==> config.mk <==
export PLATFORM = sky130hd
export DESIGN_NAME = bcd_display_scan_flat
export DESIGN_NICKNAME = d
export VERILOG_FILES = /design/src/rtl/bcd_display_scan_pkg.sv /design/src/rtl/bcd_display_scan_if.sv /design/src/rtl/bcd_display_scan_seg7_decode.sv /design/src/rtl/bcd_display_scan.sv /design/src/flat_wrapper.sv
export SDC_FILE = /design/constraint.sdc
export NUM_CORES = 1
export LEC_CHECK = 0
export CORE_MARGIN = 4
export CORE_UTILIZATION = 45
export CTS_CLUSTER_SIZE = 30
export DETAILED_ROUTE_END_ITERATION = 7
export PLACE_DENSITY = 0.76
export SETUP_SLACK_MARGIN = 0.05
export SLEW_MARGIN = 25
export SYNTH_ARGS = -nofsm -noshare
export SYNTH_HDL_FRONTEND = slang
export SYNTH_SLANG_ARGS = --single-unit
==> constraint.sdc <==
create_clock -name CLK -period 3.4 [get_ports CLK]
set_input_delay 0.85 -clock CLK [delete_from_list [all_inputs] [get_ports CLK]]
set_output_delay 0.85 -clock CLK [all_outputs]
set_load 0.02 [all_outputs]
==> src/rtl/bcd_display_scan_pkg.sv <==
// Shared types and constants for the 3-digit BCD scanned 7-segment display.
package bcd_display_scan_pkg;

    localparam int unsigned NUM_DIGITS = 3;
    localparam int unsigned DIGIT_W    = 4;
    localparam int unsigned SEG_W      = 7;

    typedef enum logic [1:0] {
        S_U = 2'd0,
        S_D = 2'd1,
        S_C = 2'd2
    } scan_state_e;

    // Hundreds/tens/units value as one bus payload
    typedef struct packed {
        logic [DIGIT_W-1:0] c;
        logic [DIGIT_W-1:0] d;
        logic [DIGIT_W-1:0] u;
    } bcd_val_t;

    // Active-high segment patterns, bit 0 = a ... bit 6 = g
    localparam logic [SEG_W-1:0] SEG_0     = 7'h3F;
    localparam logic [SEG_W-1:0] SEG_1     = 7'h06;
    localparam logic [SEG_W-1:0] SEG_2     = 7'h5B;
    localparam logic [SEG_W-1:0] SEG_3     = 7'h4F;
    localparam logic [SEG_W-1:0] SEG_4     = 7'h66;
    localparam logic [SEG_W-1:0] SEG_5     = 7'h6D;
    localparam logic [SEG_W-1:0] SEG_6     = 7'h7D;
    localparam logic [SEG_W-1:0] SEG_7     = 7'h07;
    localparam logic [SEG_W-1:0] SEG_8     = 7'h7F;
    localparam logic [SEG_W-1:0] SEG_9     = 7'h6F;
    localparam logic [SEG_W-1:0] SEG_DASH  = 7'h40;
    localparam logic [SEG_W-1:0] SEG_BLANK = 7'h00;

endpackage

==> src/rtl/bcd_display_scan_if.sv <==
// Load/display bus between the value source and the scanned display driver.
interface bcd_display_scan_if;
    import bcd_display_scan_pkg::*;

    logic               LOAD;
    logic [DIGIT_W-1:0] C;
    logic [DIGIT_W-1:0] D;
    logic [DIGIT_W-1:0] U;
    logic [SEG_W-1:0]   SEG;
    logic [NUM_DIGITS-1:0] AN;
    logic               PEND;
    logic               UPD;

    modport master (
        output LOAD, C, D, U,
        input  SEG, AN, PEND, UPD
    );

    modport slave (
        input  LOAD, C, D, U,
        output SEG, AN, PEND, UPD
    );

endinterface

==> src/rtl/bcd_display_scan_seg7_decode.sv <==
// Combinational BCD digit to active-high 7-segment pattern; non-decimal codes show a dash.
module seg7_decode
    import bcd_display_scan_pkg::*;
(
    input  logic [DIGIT_W-1:0] i_digit,
    output logic [SEG_W-1:0]   o_seg_c
);

    always_comb begin
        o_seg_c = SEG_DASH;
        case (i_digit)
            4'd0:    o_seg_c = SEG_0;
            4'd1:    o_seg_c = SEG_1;
            4'd2:    o_seg_c = SEG_2;
            4'd3:    o_seg_c = SEG_3;
            4'd4:    o_seg_c = SEG_4;
            4'd5:    o_seg_c = SEG_5;
            4'd6:    o_seg_c = SEG_6;
            4'd7:    o_seg_c = SEG_7;
            4'd8:    o_seg_c = SEG_8;
            4'd9:    o_seg_c = SEG_9;
            default: o_seg_c = SEG_DASH;
        endcase
    end

endmodule

==> src/rtl/bcd_display_scan.sv <==
// Tear-free 3-digit multiplexed 7-segment driver: prescaler, digit scan FSM, frame-aligned load.
// Optional leading-zero blanking on the C/D digits via `define LEADING_ZERO_BLANK_EN.
module bcd_display_scan
    import bcd_display_scan_pkg::*;
#(
    parameter int unsigned DIV        = 50000,
    parameter bit          ACTIVE_LOW = 1'b1
) (
    input  logic          CLK,
    input  logic          RST,
    bcd_display_scan_if.slave bus
);

    localparam int unsigned CNT_W = (DIV > 1) ? $clog2(DIV) : 1;
    localparam logic [CNT_W-1:0] CNT_MAX = CNT_W'(DIV - 1);
    localparam logic [SEG_W-1:0]      SEG_RST = ACTIVE_LOW ? ~SEG_0 : SEG_0;
    localparam logic [NUM_DIGITS-1:0] AN_RST  = ACTIVE_LOW ? 3'b110 : 3'b001;

`ifdef LEADING_ZERO_BLANK_EN
    localparam bit BLANK_EN = 1'b1;
`else
    localparam bit BLANK_EN = 1'b0;
`endif

    logic [CNT_W-1:0] r_cnt;
    logic             w_tick;
    scan_state_e      r_state;
    scan_state_e      w_state_nxt;
    logic             w_boundary;

    bcd_val_t r_disp;
    bcd_val_t r_pend;
    bcd_val_t w_disp_nxt;
    bcd_val_t w_pend_nxt;
    bcd_val_t w_in;
    logic     r_pend_flag;
    logic     w_pend_flag_nxt;
    logic     r_upd;
    logic     w_upd_nxt;

    logic [DIGIT_W-1:0]    w_digit;
    logic                  w_blank;
    logic [SEG_W-1:0]      w_seg_dec;
    logic [SEG_W-1:0]      w_seg_hi;
    logic [NUM_DIGITS-1:0] w_an_hi;
    logic [SEG_W-1:0]      r_seg;
    logic [NUM_DIGITS-1:0] r_an;

    // Refresh prescaler: one tick per digit slot
    assign w_tick = (r_cnt == CNT_MAX);

    always_ff @(posedge CLK) begin
        if (RST) begin
            r_cnt <= '0;
        end else if (w_tick) begin
            r_cnt <= '0;
        end else begin
            r_cnt <= r_cnt + CNT_W'(1);
        end
    end

    // Scan FSM state register
    always_ff @(posedge CLK) begin
        if (RST) begin
            r_state <= S_U;
        end else begin
            r_state <= w_state_nxt;
        end
    end

    // Scan FSM next state
    always_comb begin
        w_state_nxt = r_state;
        if (w_tick) begin
            case (r_state)
                S_U:     w_state_nxt = S_D;
                S_D:     w_state_nxt = S_C;
                S_C:     w_state_nxt = S_U;
                default: w_state_nxt = S_U;
            endcase
        end
    end

    assign w_boundary = w_tick && (r_state == S_C);
    assign w_in       = '{c: bus.C, d: bus.D, u: bus.U};

    // Load handshake: a load on the boundary bypasses the pending stage
    always_comb begin
        w_disp_nxt      = r_disp;
        w_pend_nxt      = r_pend;
        w_pend_flag_nxt = r_pend_flag;
        w_upd_nxt       = 1'b0;
        if (bus.LOAD && w_boundary) begin
            w_disp_nxt      = w_in;
            w_pend_flag_nxt = 1'b0;
            w_upd_nxt       = 1'b1;
        end else if (bus.LOAD) begin
            w_pend_nxt      = w_in;
            w_pend_flag_nxt = 1'b1;
        end else if (w_boundary && r_pend_flag) begin
            w_disp_nxt      = r_pend;
            w_pend_flag_nxt = 1'b0;
            w_upd_nxt       = 1'b1;
        end
    end

    always_ff @(posedge CLK) begin
        if (RST) begin
            r_disp      <= '0;
            r_pend      <= '0;
            r_pend_flag <= 1'b0;
            r_upd       <= 1'b0;
        end else begin
            r_disp      <= w_disp_nxt;
            r_pend      <= w_pend_nxt;
            r_pend_flag <= w_pend_flag_nxt;
            r_upd       <= w_upd_nxt;
        end
    end

    // Output decode for the state and value that will hold after this edge
    always_comb begin
        w_digit = w_disp_nxt.u;
        w_an_hi = 3'b001;
        w_blank = 1'b0;
        case (w_state_nxt)
            S_D: begin
                w_digit = w_disp_nxt.d;
                w_an_hi = 3'b010;
                w_blank = BLANK_EN && (w_disp_nxt.c == '0) && (w_disp_nxt.d == '0);
            end
            S_C: begin
                w_digit = w_disp_nxt.c;
                w_an_hi = 3'b100;
                w_blank = BLANK_EN && (w_disp_nxt.c == '0);
            end
            default: begin
                w_digit = w_disp_nxt.u;
                w_an_hi = 3'b001;
            end
        endcase
    end

    seg7_decode u_seg7_decode (
        .i_digit (w_digit),
        .o_seg_c (w_seg_dec)
    );

    assign w_seg_hi = w_blank ? SEG_BLANK : w_seg_dec;

    always_ff @(posedge CLK) begin
        if (RST) begin
            r_seg <= SEG_RST;
            r_an  <= AN_RST;
        end else begin
            r_seg <= ACTIVE_LOW ? ~w_seg_hi : w_seg_hi;
            r_an  <= ACTIVE_LOW ? ~w_an_hi  : w_an_hi;
        end
    end

    assign bus.SEG  = r_seg;
    assign bus.AN   = r_an;
    assign bus.PEND = r_pend_flag;
    assign bus.UPD  = r_upd;

endmodule
==> src/flat_wrapper.sv <==
// flat-port wrapper written by rule: the top's interface ports become plain ports
module bcd_display_scan_flat import bcd_display_scan_pkg::*;
#(
    parameter int unsigned DIV        = 50000,
    parameter bit          ACTIVE_LOW = 1'b1
)
  (CLK, RST, bus_LOAD, bus_C, bus_D, bus_U, bus_SEG, bus_AN, bus_PEND, bus_UPD);
  bcd_display_scan_if bus_i ();
  input  logic CLK;
  input  logic RST;
  input wire logic [$bits(bus_i.LOAD)-1:0] bus_LOAD;
  input wire logic [$bits(bus_i.C)-1:0] bus_C;
  input wire logic [$bits(bus_i.D)-1:0] bus_D;
  input wire logic [$bits(bus_i.U)-1:0] bus_U;
  output wire logic [$bits(bus_i.SEG)-1:0] bus_SEG;
  output wire logic [$bits(bus_i.AN)-1:0] bus_AN;
  output wire logic [$bits(bus_i.PEND)-1:0] bus_PEND;
  output wire logic [$bits(bus_i.UPD)-1:0] bus_UPD;
  assign bus_i.LOAD = bus_LOAD;
  assign bus_i.C = bus_C;
  assign bus_i.D = bus_D;
  assign bus_i.U = bus_U;
  assign bus_SEG = bus_i.SEG;
  assign bus_AN = bus_i.AN;
  assign bus_PEND = bus_i.PEND;
  assign bus_UPD = bus_i.UPD;
  bcd_display_scan #(.DIV(DIV), .ACTIVE_LOW(ACTIVE_LOW)) u_core (.CLK(CLK), .RST(RST), .bus(bus_i));
endmodule
==> summary.md <==
| Metric | Value |
|---|---|
| Worst R2R End | u_core.bus.SEG[6] |
| Buffers plus inverters on the worst setup path | 1 |
| Leak pwr | 1.24 nW |
| Req. time, crit path | 3.62 ns |
| Final Setup Violations | 0 |
| Drt first pass iters | 5 |
| Critical path capture point type | flip-flop |
| Clock latency on the worst-skew pair | 0.32 ns |
| Die height | 87.0 µm |
| TritonCTS clock tree | yes |
| Most frequent cells in the layout | dfxtp_1 (46), nor2_1 (45), clkdlybuf4s50_1 (26) |
| CP cell instances | ha_4, and4_4, nand4_1, nor3b_2, a21oi_2, buf_4, ha_4, and2b_2, a22oi_1, o2111ai_1, a211oi_2, a31o_4, mux2_4, a21o_1 |
| Yosys warnings | 0 |
| Rows | 28 |
| Synth async-reset ratio | 0 |
| Post-route ant nets | 0 |
| Max Slew Vio Count | 0 |
| Drt drc | 0 |
| Fmax | 309 MHz |
| Final core utilization | 0.570 |
| Num CTS Buffers | 5 |
| Area grow syn2layout | 21.7% |
| CP Data Arrival Time | 3.46 ns |
| Clock transition at path regs | 0.10 ns |
| RD Place Congestion | 0.937 |
| Worst slew pin tran | 0.757 ns |
| Cell repeated most along the worst path | ha_4 |
| Clock skew | 0.0135 ns |
| Nets@finish | 375 |
| Hold Path Depth | 1 |
| WS Path Type | reg2reg |
| Most common cell after layout, fill and taps aside | dfxtp_1 |
| Post-synth net total | 347 |
| Pwr dens | 321 mW/mm² |
| Total design power | 1.10 mW |
| Status | finished clean |
| Hold Crit Class | reg2reg |
| Yosys cell types | 57 |
| # hold bufs at CTS | 0 |
| Syn Area/Cell | 8.71 µm² |
| DRT iter0 DRCs | 263 |
| FF-to-FF Start | u_core.r_cnt[0] |
| Drt total wl | 6.84 mm |
| Vias in the first global route | 2421 |
| CP max FO | 8 |
| Register area share after synthesis | 0.385 |
| Unrepaired setup endpoints after global routing | false |
| Port Buffer Count | 26 |
| CP Launch Type | flip-flop |
| # diodes | 0 |
| #FFs+latches synth | 54 |
| Initial antenna violation count | 0 |
| Vias per cell | 5.94 |
| Initial Utilization | 0.468 |
| CP delay by family, top | compound AO/OA/AOI/OAI gates |
| Min-delay src | u_core.r_cnt[0] |
| Detail Placement HPWL | 4.70 mm |
| Ports | 27 |
| Slowest CP cell | dfxtp_4 |
| First-pass GRT wire length | 11.4 mm |
| Setup TNS | 0 ns |
| Core region area | 0.00599 mm² |
| Largest stage delay, worst path | 0.38 ns |
| Slew margin rel. | 0.493 |
| Worst Hold End | u_core.r_cnt[0] |
| Die area | 0.00756 mm² |
| Max-cap violation count | 0 |
| Share of cells above drive strength 1 | 0.174 |
| Fill cells | 523 |
| Via count | 2523 |
| Min Tclk post-route | 3.24 ns |
| Number of synthesized flops with an enable pin | 0 |
| Top_reg_cell synth | dfxtp_1 |
| Peak supply drop | 0.158 mV |
| H-tree levels | 2 |
| Post-Syn Area | 0.00281 mm² |
| Reg2Reg Setup Slack | 0.16 ns |
| FF-to-FF path depth | 14 |
| Final Cycle Share | 0.952 |
| Hold Fails Final Rpt | 0 |
| Gr usage total | 0.185 |
| Post-DR wirelength/cell | 16.1 µm |
| Root Buffer | clkbuf_8 |
| Chip width | 87.0 µm |
| Post-Syn Instances | 322 |
| CTS Sinks | 54 |
| Largest net degree at the start of global routing | 40 |
| Grt ovf | 0 |
| CTS max path bufs | 2 |
==> power breakdown <==
part           total [mW]  leakage (nW)  switching [mW]  internal [mW]
clock               0.355        0.0362           0.214          0.141
sequential          0.653         0.442         0.00919          0.644
combinational      0.0874         0.764          0.0470         0.0404
==> worst max path at each step <==
stage / slack [ns] / from / endpoint / cells after the start
final: 0.16 / u_core.r_cnt[0] / u_core.bus.SEG[6] / 14
after global routing: 0.02 / u_core.r_cnt[5] / u_core.bus.SEG[6] / 14
after CTS: 0.06 / u_core.r_cnt[0] / u_core.bus.SEG[6] / 15
after detailed placement: -0.14 / u_core.r_cnt[0] / u_core.bus.SEG[6] / 13
after global placement: -0.05 / u_core.r_cnt[0] / u_core.bus.SEG[6] / 13
after floorplan: 0.10 / u_core.r_cnt[0] / u_core.bus.SEG[6] / 17
==> kinds of logic (layout without fill, tap and decap cells) <==
family	after synthesis	after routing	synth area share
AO/OA/AOI/OAI	72	72	0.188
XOR/XNOR	14	14	0.0437
adder cells (fa/ha/maj)	10	10	0.0446
buffers and inverters	34	62	0.0526
flip-flops	54	54	0.385
multiplexers	13	13	0.0491
AND/OR/NAND/NOR	125	125	0.237
==> layer usage <==
metal / global-route usage / part of all wire / vias to the layer above
met4: 0.0666 / 0.019 / 0
met1: 0.253 / 0.44 / 1160
met3: 0.0350 / 0.080 / 22
met2: 0.291 / 0.46 / 127
met5: 0 / 0 / -
li1: - / - / 1214
==> flip-flops by register name, summed over array words and instances (netlist names) <==
register         cells
u_core.bus.PEND      1
u_core.r_cnt        16
u_core.r_state       2
u_core.r_pend       12
u_core.bus.AN        3
u_core.bus.SEG       7
u_core.r_disp       12
u_core.bus.UPD       1
==> layout make-up <==
| cell class | count | area (µm²) | area share |
|---|---|---|---|
| Tap cell | 75 | 93.8 | 0.0275 |
| Timing Repair Buffer | 42 | 393 | 0.115 |
| Clock buffer | 5 | 68.8 | 0.0202 |
| Sequential cell | 54 | 1090 | 0.320 |
| Inverter | 13 | 48.8 | 0.0143 |
| Clock inverter | 2 | 15.0 | 0.00440 |
| Multi-Input combinational cell | 234 | 1700 | 0.498 |
==> Yosys cell counts (7+ instances only) <==
| library cell | instances | area share |
|---|---|---|
| nand3_1 | 12 | 0.021 |
| inv_1 | 13 | 0.017 |
| ha_1 | 10 | 0.045 |
| xor2_1 | 9 | 0.028 |
| a21oi_1 | 11 | 0.020 |
| a22oi_1 | 8 | 0.021 |
| clkbuf_1 | 14 | 0.019 |
| nor3_1 | 14 | 0.025 |
| dfxtp_1 | 54 | 0.39 |
| nor2_1 | 45 | 0.060 |
| mux2i_1 | 10 | 0.036 |
| nand2_1 | 18 | 0.024 |
| o22ai_1 | 7 | 0.016 |
==> through the flow <==
step | worst slack, ns | std cells | hold WS [ns] | area [µm²]
finish | 0.164 | 425 | 0.445 | 3410
CTS | 0.0629 | 424 | 0.457 | 3280
detailed placement | -0.138 | 415 | 0.436 | 3170
global placement | -0.0484 | 415 | 0.429 | 3170
global route | 0.0231 | 425 | 0.456 | 3410
floorplan | 0.101 | 322 | 0.418 | 2810
==> repair_timing <==
action	in CTS	in global routing
setup buffers	2	1
pin swaps	0	7
endpoints found under the setup margin	5	6
gates resized for setup	4	30
(Power assumes the default switching activity.)
